===== config.mk =====
export PLATFORM = sky130hd
export DESIGN_NAME = mem_arbiter
export DESIGN_NICKNAME = d
export VERILOG_FILES = /design/src/rtl/mem_arbiter.sv
export SDC_FILE = /design/constraint.sdc
export NUM_CORES = 1
export LEC_CHECK = 0
export CAP_MARGIN = 40
export CORE_MARGIN = 4
export CORE_UTILIZATION = 39
export DETAILED_ROUTE_END_ITERATION = 8
export PLACE_DENSITY = 0.85
export SETUP_SLACK_MARGIN = 0.4
export SLEW_MARGIN = 20
export SYNTH_ARGS = -nofsm -noshare
export SYNTH_HDL_FRONTEND = slang
export SYNTH_SLANG_ARGS = --single-unit

===== constraint.sdc =====
create_clock -name clk -period 4.1 [get_ports clk]
set_input_delay 0.82 -clock clk [delete_from_list [all_inputs] [get_ports clk]]
set_output_delay 0.82 -clock clk [all_outputs]
set_load 0.03 [all_outputs]

===== src/rtl/mem_arbiter.sv =====
// Round-robin arbiter sharing one single-port word memory between N requesters.
// Each grant runs a fixed IDLE -> ACCESS -> DONE transaction with registered outputs.
module mem_arbiter #(
  parameter int N      = 2,
  parameter int addr_w = 32,
  parameter int data_w = 32
) (
  input  logic                  clk,
  input  logic                  reset,
  input  logic [N-1:0]          req,
  input  logic [N-1:0]          we,
  input  logic [N*addr_w-1:0]   addr,
  input  logic [N*data_w-1:0]   wdata,
  output logic [N-1:0]          gnt,
  output logic [N-1:0]          done,
  output logic [data_w-1:0]     rdata,
  output logic [addr_w-1:0]     mem_addr,
  output logic [data_w-1:0]     mem_wdata,
  output logic                  mem_we,
  input  logic [data_w-1:0]     mem_rdata
);

  localparam int PW = (N > 1) ? $clog2(N) : 1;

  typedef enum logic [1:0] {
    S_IDLE   = 2'd0,
    S_ACCESS = 2'd1,
    S_DONE   = 2'd2
  } state_t;

  state_t        state_r;
  logic [PW-1:0] ptr_r;
  logic [PW-1:0] win_r;
  logic [PW-1:0] win_s;
  logic [PW-1:0] ptr_next_s;
  logic          found_s;

  // Index reached k steps past base, wrapping at N (N need not be a power of two).
  function automatic logic [PW-1:0] rr_idx(input logic [PW-1:0] base, input int k);
    int s;
    s = (int'(base) + k) % N;
    return s[PW-1:0];
  endfunction

  // Round-robin winner search starting at the pointer.
  always_comb begin
    win_s   = ptr_r;
    found_s = 1'b0;
    for (int k = 0; k < N; k++) begin
      if (!found_s && req[rr_idx(ptr_r, k)]) begin
        found_s = 1'b1;
        win_s   = rr_idx(ptr_r, k);
      end else begin
        found_s = found_s;
      end
    end
    if (win_s == PW'(N - 1)) begin
      ptr_next_s = {PW{1'b0}};
    end else begin
      ptr_next_s = win_s + PW'(1'b1);
    end
  end

  // Transaction sequencer: accept in IDLE, drive memory in ACCESS, report in DONE.
  always_ff @(posedge clk) begin
    if (reset) begin
      state_r   <= S_IDLE;
      ptr_r     <= {PW{1'b0}};
      win_r     <= {PW{1'b0}};
      gnt       <= {N{1'b0}};
      done      <= {N{1'b0}};
      rdata     <= {data_w{1'b0}};
      mem_addr  <= {addr_w{1'b0}};
      mem_wdata <= {data_w{1'b0}};
      mem_we    <= 1'b0;
    end else begin
      case (state_r)
        S_IDLE: begin
          done <= {N{1'b0}};
          if (found_s) begin
            state_r   <= S_ACCESS;
            win_r     <= win_s;
            ptr_r     <= ptr_next_s;
            gnt       <= {{(N-1){1'b0}}, 1'b1} << win_s;
            mem_addr  <= addr[int'(win_s)*addr_w +: addr_w];
            mem_wdata <= wdata[int'(win_s)*data_w +: data_w];
            mem_we    <= we[win_s];
          end else begin
            state_r <= S_IDLE;
          end
        end
        S_ACCESS: begin
          // The memory commits on this same edge, so rdata is the pre-write word.
          rdata   <= mem_rdata;
          mem_we  <= 1'b0;
          gnt     <= {N{1'b0}};
          done    <= {{(N-1){1'b0}}, 1'b1} << win_r;
          state_r <= S_DONE;
        end
        S_DONE: begin
          done    <= {N{1'b0}};
          state_r <= S_IDLE;
        end
        default: begin
          gnt     <= {N{1'b0}};
          done    <= {N{1'b0}};
          mem_we  <= 1'b0;
          state_r <= S_IDLE;
        end
      endcase
    end
  end

endmodule


==> impl_results.md, run 1 <==
- Commonest non-fill, non-tap cells in the layout: clkdlybuf4s50_1 (265), nand2_1 (196), dfxtp_1 (105)
- Clock buffer depth: 2
- Setup TNS Final: 0 ns
- CP startpoint: req[1]
- Overall Power: 0.00271 W
- Clock-pin slew on the worst setup and hold paths: 0.10 ns
- Avg Vias per Cell: 5.05
- Starting DRT DRC Count: 301
- Post-synthesis cell area: 0.00418 mm2
- Nets: 937
- Clock Latency Late Sink: 0.36 ns
- Fmax: 357 MHz
- Largest net degree at the start of global routing: 133
- Drt pass-1 iters: 4
- Gr usage total: 21.6%
- Hold/Removal Path Class: reg -> reg
- Worst-Margin Slew: 0.683 ns
- Cts bufs inserted: 9
- Crit path required time: 4.36 ns
- Buffers added on ports: 266
- Commonest non-fill, non-tap cell in the layout: clkdlybuf4s50_1
- RSZ-0062 raised after global routing: no
- RR Startpoint: ptr_r
- Clk pwr share: 22.9%
- Inserted Diodes: 0
- Switching fraction of total power: 34.2%
- Chip height: 112 um
- Antenna violations before repair: 0
- # fillers: 830
- Clock root cell: clkbuf_8
- Routability cong.: 0.872
- Count of cell types in the netlist: 20
- Reg2Reg Capture Point: mem_addr[17]
- Post_cts resized: 0
- Critical Path Sink Type: flip-flop
- Core area: 0.0104 mm2
- Core Rows: 37
- Crit path DAT: 3.06 ns
- Hold buffer count at CTS: 0
- Worst ir drop on vdd: 181 uV
- Hold slack: 0.460 ns
- Status: finished, final reports clean
- Leakage: 2.68 nW
- Layout cells sized above 1: 3.74%
- Pwr Density: 380 mW/mm2
- Syn Nets: 701
- Vias after detailed routing: 4608
- Crit path max fanout: 38
- Setup crit end: mem_addr[17]
- Flop pwr share: 43.7%
- Worst r2r path cells: 4
- Slew Viols, Final: 0
- Routed len/inst: 15.5 um
- Clock sinks: 105
- Yosys reg bits: 105
- Detailed Route WL: 14100 um
- DP HPWL: 10900 um
- Seq/Total Area, Yosys: 50.2%
- Global-route wire length before repair: 22200 um
- Max Cap Violations: 0
- # IOs: 267
- P_int: 0.00178 W
- Flop2flop setup slack: 2.19 ns
- Starting Density: 40.3%
- Final ANT Viol Nets: 0
- Gate power share: 33.5%
- Critical path type: in -> reg
- Critical path launch point type: input port
- Die X: 112 um
- Die area: 0.0124 mm2
- TritonCTS clock tree: built
- Vias in the first global route: 4490
- DRC errors left: 0
- Grt ovf: 0
- Setup Buffers After CTS: 0
- NetSw: 0.000926 W
- CTS H-tree depth: 3
- Synthesis-to-layout area growth: 70.1%
- Yosys warns: 0
- Avg Inst Size Synth: 7.82 um2
- Skew final: 0.0161 ns
- Slew headroom: 54.5%
- Gate Count Post-Synth: 535
- Crit path time final: 2.80 ns
- Period utilization: 68.3%
- Final setup fails: 0
- Endpoints failing hold: 0
[final cells by class]
| class | instances | area [um2] | share of cell area [%] |
|---|---|---|---|
| clock buffer | 9 | 124 | 1.74 |
| clock inverter | 7 | 72.6 | 1.02 |
| tap | 136 | 170 | 2.39 |
| inverter | 1 | 3.75 | 0.0528 |
| multi-input combinational | 381 | 1870 | 26.3 |
| timing repair buffer | 273 | 2770 | 39.0 |
| sequential | 105 | 2100 | 29.5 |
[worst min-delay path by stage]
stage                   start   endpoint  slack, ns  cells after the start
global route            win_r    done[0]       0.47                      1
floorplan               win_r    done[0]       0.42                      1
CTS                     win_r    done[0]       0.45                      1
detailed placement      win_r    done[0]       0.44                      1
global placement        win_r    done[0]       0.44                      1
finish              rdata[12]  rdata[12]       0.46                      2
[power by group through the flow]
stage	clock network (W)	registers, W	logic (W)
after global routing	0.000687	0.00120	0.000968
after floorplan	0	0.00140	0.000281
after detailed placement	0	0.00121	0.000908
final	0.000618	0.00118	0.000905
after global placement	0	0.00120	0.000883
after CTS	0.000642	0.00118	0.000911
[registers in the layout, indices dropped and copies added, names as in the netlist]
register / count
done: 2
state_r: 2
mem_we: 1
rdata: 32
mem_wdata: 32
ptr_r: 1
mem_addr: 32
gnt: 2
win_r: 1
[cell families after synthesis]
logic type	count (synthesis)	share of synthesized area [%]
buffers and inverters	49	5.41
AO/OA/AOI/OAI	105	18.8
AND/OR/NAND/NOR	276	25.6
flip-flops	105	50.2
[cells in the mapped netlist]
library cell	instances	area [um2]
buf_2	22	110
nor4_1	1	6.26
nor3_1	3	15.0
nand2b_1	2	12.5
a32oi_1	2	17.5
nand3_1	2	10.0
nand2_1	196	736
nor2b_1	2	12.5
buf_4	4	30.0
a21oi_1	33	165
clkbuf_1	22	82.6
inv_2	1	3.75
a311oi_1	64	561
dfxtp_1	105	2100
and2_1	1	6.26
nor2_1	68	255
a211oi_1	3	22.5
o21ai_0	1	5.00
a21o_1	2	15.0
nor3_4	1	16.3
[routing by layer]
metal	track usage (%)	part of all wire (%)	up-vias
li1	-	-	2288
met1	24.1	39	2092
met2	39.0	50	201
met3	6.58	8.7	27
met4	7.62	2.5	0
met5	0	0	-
[through the flow]
stage	util [%]	instances	setup WS, ns	cell area, um2
3_3_place_gp	66.2	893	1.05	6860
6_report	68.6	912	1.30	7120
5_1_grt	68.6	912	1.14	7120
3_5_place_dp	66.7	896	0.967	6920
2_1_floorplan	-	535	2.28	4180
4_1_cts	68.6	912	1.33	7120
[critical path: stages]
cell and delay, ns:
clkdlybuf4s50_1 0.58, nor2b_1 0.31, a21o_2 0.60, buf_4 0.36, nand2_1 0.10, a311oi_1 0.27
(Power assumes the default switching activity.)
==> run 2, diff against run 1 <==
CORE_UTILIZATION = 37   (was 39)
PLACE_DENSITY = 0.81   (was 0.85)
clock period = 2.7 ns   (was 4.1 ns; I/O delays follow)
==> run 2 against run 1 <==
  * Worst setup slack got worse by 0.66 ns
  * First-iteration DRC count fell by 31%
  * Global-route usage fell by 1.3 points
  * Cell area rose by 1.5%
  * Register-to-register slack got worse by 1.2 ns
  * Wire length barely moved
  * Core utilization fell by 2.6 points
  * Power rose by 64%
  * Sequential power rose by 53%
  * Die area rose by 5.0%
  * Critical path depth did not move
  * Via count rose by 0.98%
==> impl_results.md, run 2 (same netlist as run 1, synthesis figures left out) <==
- Hold slack: 0.453 ns (was 0.460 ns)
- Skew final: 0.00485 ns (was 0.0161 ns)
- Global-route wire length before repair: 21600 um (was 22200 um)
- Worst ir drop on vdd: 346 uV (was 181 uV)
- Setup Buffers After CTS: 0 (unchanged)
- Clock Latency Late Sink: 0.34 ns (was 0.36 ns)
- Critical path launch point type: input port (unchanged)
- Inserted Diodes: 0 (unchanged)
- Placed instance area: 0.00694 mm2 (was 0.00692 mm2)
- Non-filler cells, final: 919 (was 912)
- Vias in the first global route: 4566 (was 4490)
- Crit-path slowest cell: clkdlybuf4s50_1 (was a21o_2)
- Clock root cell: clkbuf_16 (was clkbuf_8)
- Nets: 940 (was 937)
- Commonest non-fill, non-tap cell in the layout: clkdlybuf4s50_1 (unchanged)
- Crit path time final: 2.06 ns
- Biggest regs: mem_addr: 32 flops, mem_wdata: 32 flops, rdata: 32 flops (unchanged)
- Commonest non-fill, non-tap cells in the layout: clkdlybuf4s50_1 (265), nand2_1 (196), dfxtp_1 (105) (unchanged)
- Drt pass-1 iters: 4 (unchanged)
- Critical Path Sink Type: flip-flop (unchanged)
- Avg Vias per Cell: 5.06 (was 5.05)
- Layout cells sized above 1: 4.11% (was 3.74%)
- Clock-pin slew on the worst setup and hold paths: 0.07 ns (was 0.10 ns)
- RSZ-0062 raised after global routing: no (unchanged)
- Final instance area: 0.00722 mm2 (was 0.00712 mm2)
- Antenna violations before repair: 0 (unchanged)
- Chip height: 114 um (was 112 um)
- Hold/Removal Path Class: reg -> reg (unchanged)
- DRC errors left: 0 (unchanged)
- Core area: 0.0109 mm2 (was 0.0104 mm2)
- Period utilization: 76.2%
- Routability cong.: 0.893 (was 0.872)
- Detailed Route WL: 14100 um (about the same)
- Final ANT Viol Nets: 0 (unchanged)
- Clock buffer depth: 2 (unchanged)
- Starting Density: 38.3% (was 40.3%)
- Max Cap Violations: 0 (unchanged)
- Die area: 0.0131 mm2 (was 0.0124 mm2)
- Vias after detailed routing: 4653 (was 4608)
- Critical path's largest stage delay: 0.52 ns (was 0.60 ns)
- Pwr Density: 614 mW/mm2 (was 380 mW/mm2)
- Crit path required time: 2.94 ns (was 4.36 ns)
- Gr usage total: 20.4% (was 21.6%)
- Final setup fails: 0 (unchanged)
- # IOs: 267 (unchanged)
- Slew Viols, Final: 0 (unchanged)
- Final core utilization: 66.0% (was 68.6%)
- Critical path type: in -> reg (unchanged)
- DP HPWL: 10700 um (was 10900 um)
- Core Rows: 38 (was 37)
- Critical Path, Cell by Cell: clkdlybuf4s50_1 -> nand2b_1 -> a21oi_4 -> buf_4 -> nand2_1 -> a311oi_1 (was clkdlybuf4s50_1 -> nor2b_1 -> a21o_2 -> buf_4 -> nand2_1 -> a311oi_1)
- Crit path DAT: 2.29 ns (was 3.06 ns)
- # fillers: 903 (was 830)
- Die X: 114 um (was 112 um)
- Slew headroom: 64.2% (was 54.5%)
- Grt ovf: 0 (unchanged)
- CTS H-tree depth: 3 (unchanged)
- Area of the multi-input gates: 0.00187 mm2 (unchanged)
- Largest net degree at the start of global routing: 79 (was 133)
- Hold buffer count at CTS: 0 (unchanged)
- Endpoints failing hold: 0 (unchanged)
- Fmax: 486 MHz
- Crit path max fanout: 34 (was 38)
- Worst-Margin Slew: 0.535 ns (was 0.683 ns)
- Status: finished, final reports clean (unchanged)
- TritonCTS clock tree: built (unchanged)
- Cts bufs inserted: 9 (unchanged)
- Buffers added on ports: 266 (unchanged)
- Clock sinks: 105 (unchanged)
- Leakage: 2.74 nW (was 2.68 nW)
- Starting DRT DRC Count: 207 (was 301)
- Post-placement cell count: 903 (was 896)
- Post_cts resized: 0 (unchanged)
- Setup TNS Final: 0 ns (unchanged)
- Routed len/inst: 15.4 um (was 15.5 um)
- Synthesis-to-layout area growth: 72.6% (was 70.1%)
- Sequential cell area: 0.00210 mm2 (unchanged)
==> run 2: cell types whose count changed in the layout (fill, tap and decap cells not counted), sizes merged <==
| cell | delta |
|---|---|
| clkinv | +1 |
| clkinvlp | -1 |
| buf | +3 |
==> run 2: report_power, final <==
part	total, W	switching [W]	leakage, nW	internal, W
clock network	0.00126	0.000613	0.143	0.000645
logic	0.00138	0.000743	1.73	0.000635
registers	0.00180	0.0000874	0.867	0.00171
==> run 2: worst max-delay path: cells and delay by family <==
kind                   cells  cell delay [ns]
buffers and inverters      2             0.88
AO/OA/AOI/OAI              2             0.51
AND/OR/NAND/NOR            2             0.36
==> run 2: final timing paths <==
| path | cells after the start | from | slack [ns] | end |
|---|---|---|---|---|
| worst max-delay path | 6 | req[1] | 0.64 | mem_wdata[3] |
| worst min-delay path | 1 | win_r | 0.45 | done[0] |
| worst max register to register | 5 | state_r[1] | 1.04 | done[1] |
| worst min register to register | 1 | win_r | 0.45 | done[0] |
==> run 2: routing by layer <==
metal | track usage [%] | wire length, um | vias to the layer above | share of wire (%)
met5 | 0 | 0 | - | 0
met4 | 6.65 | 244 | 0 | 1.7
met3 | 6.13 | 1160 | 22 | 8.2
met2 | 37.2 | 7030 | 188 | 50
met1 | 22.4 | 5720 | 2150 | 40
li1 | - | - | 2293 | -
==> run 2: cell type report <==
| type | count | share of cell area, % |
|---|---|---|
| Clock inverter | 7 | 0.832 |
| Clock buffer | 9 | 3.12 |
| Timing Repair Buffer | 276 | 38.6 |
| Multi-Input combinational cell | 381 | 25.9 |
| Inverter | 1 | 0.0520 |
| Tap cell | 140 | 2.43 |
| Sequential cell | 105 | 29.1 |
==> run 2: through the flow <==
| stage | power (W) | worst slack (ns) |
|---|---|---|
| 2_1_floorplan | 0.00255 | 1.16 |
| 3_3_place_gp | 0.00318 | 0.412 |
| 3_5_place_dp | 0.00321 | 0.312 |
| 4_1_cts | 0.00447 | 0.657 |
| 5_1_grt | 0.00463 | 0.526 |
| 6_report | 0.00443 | 0.642 |
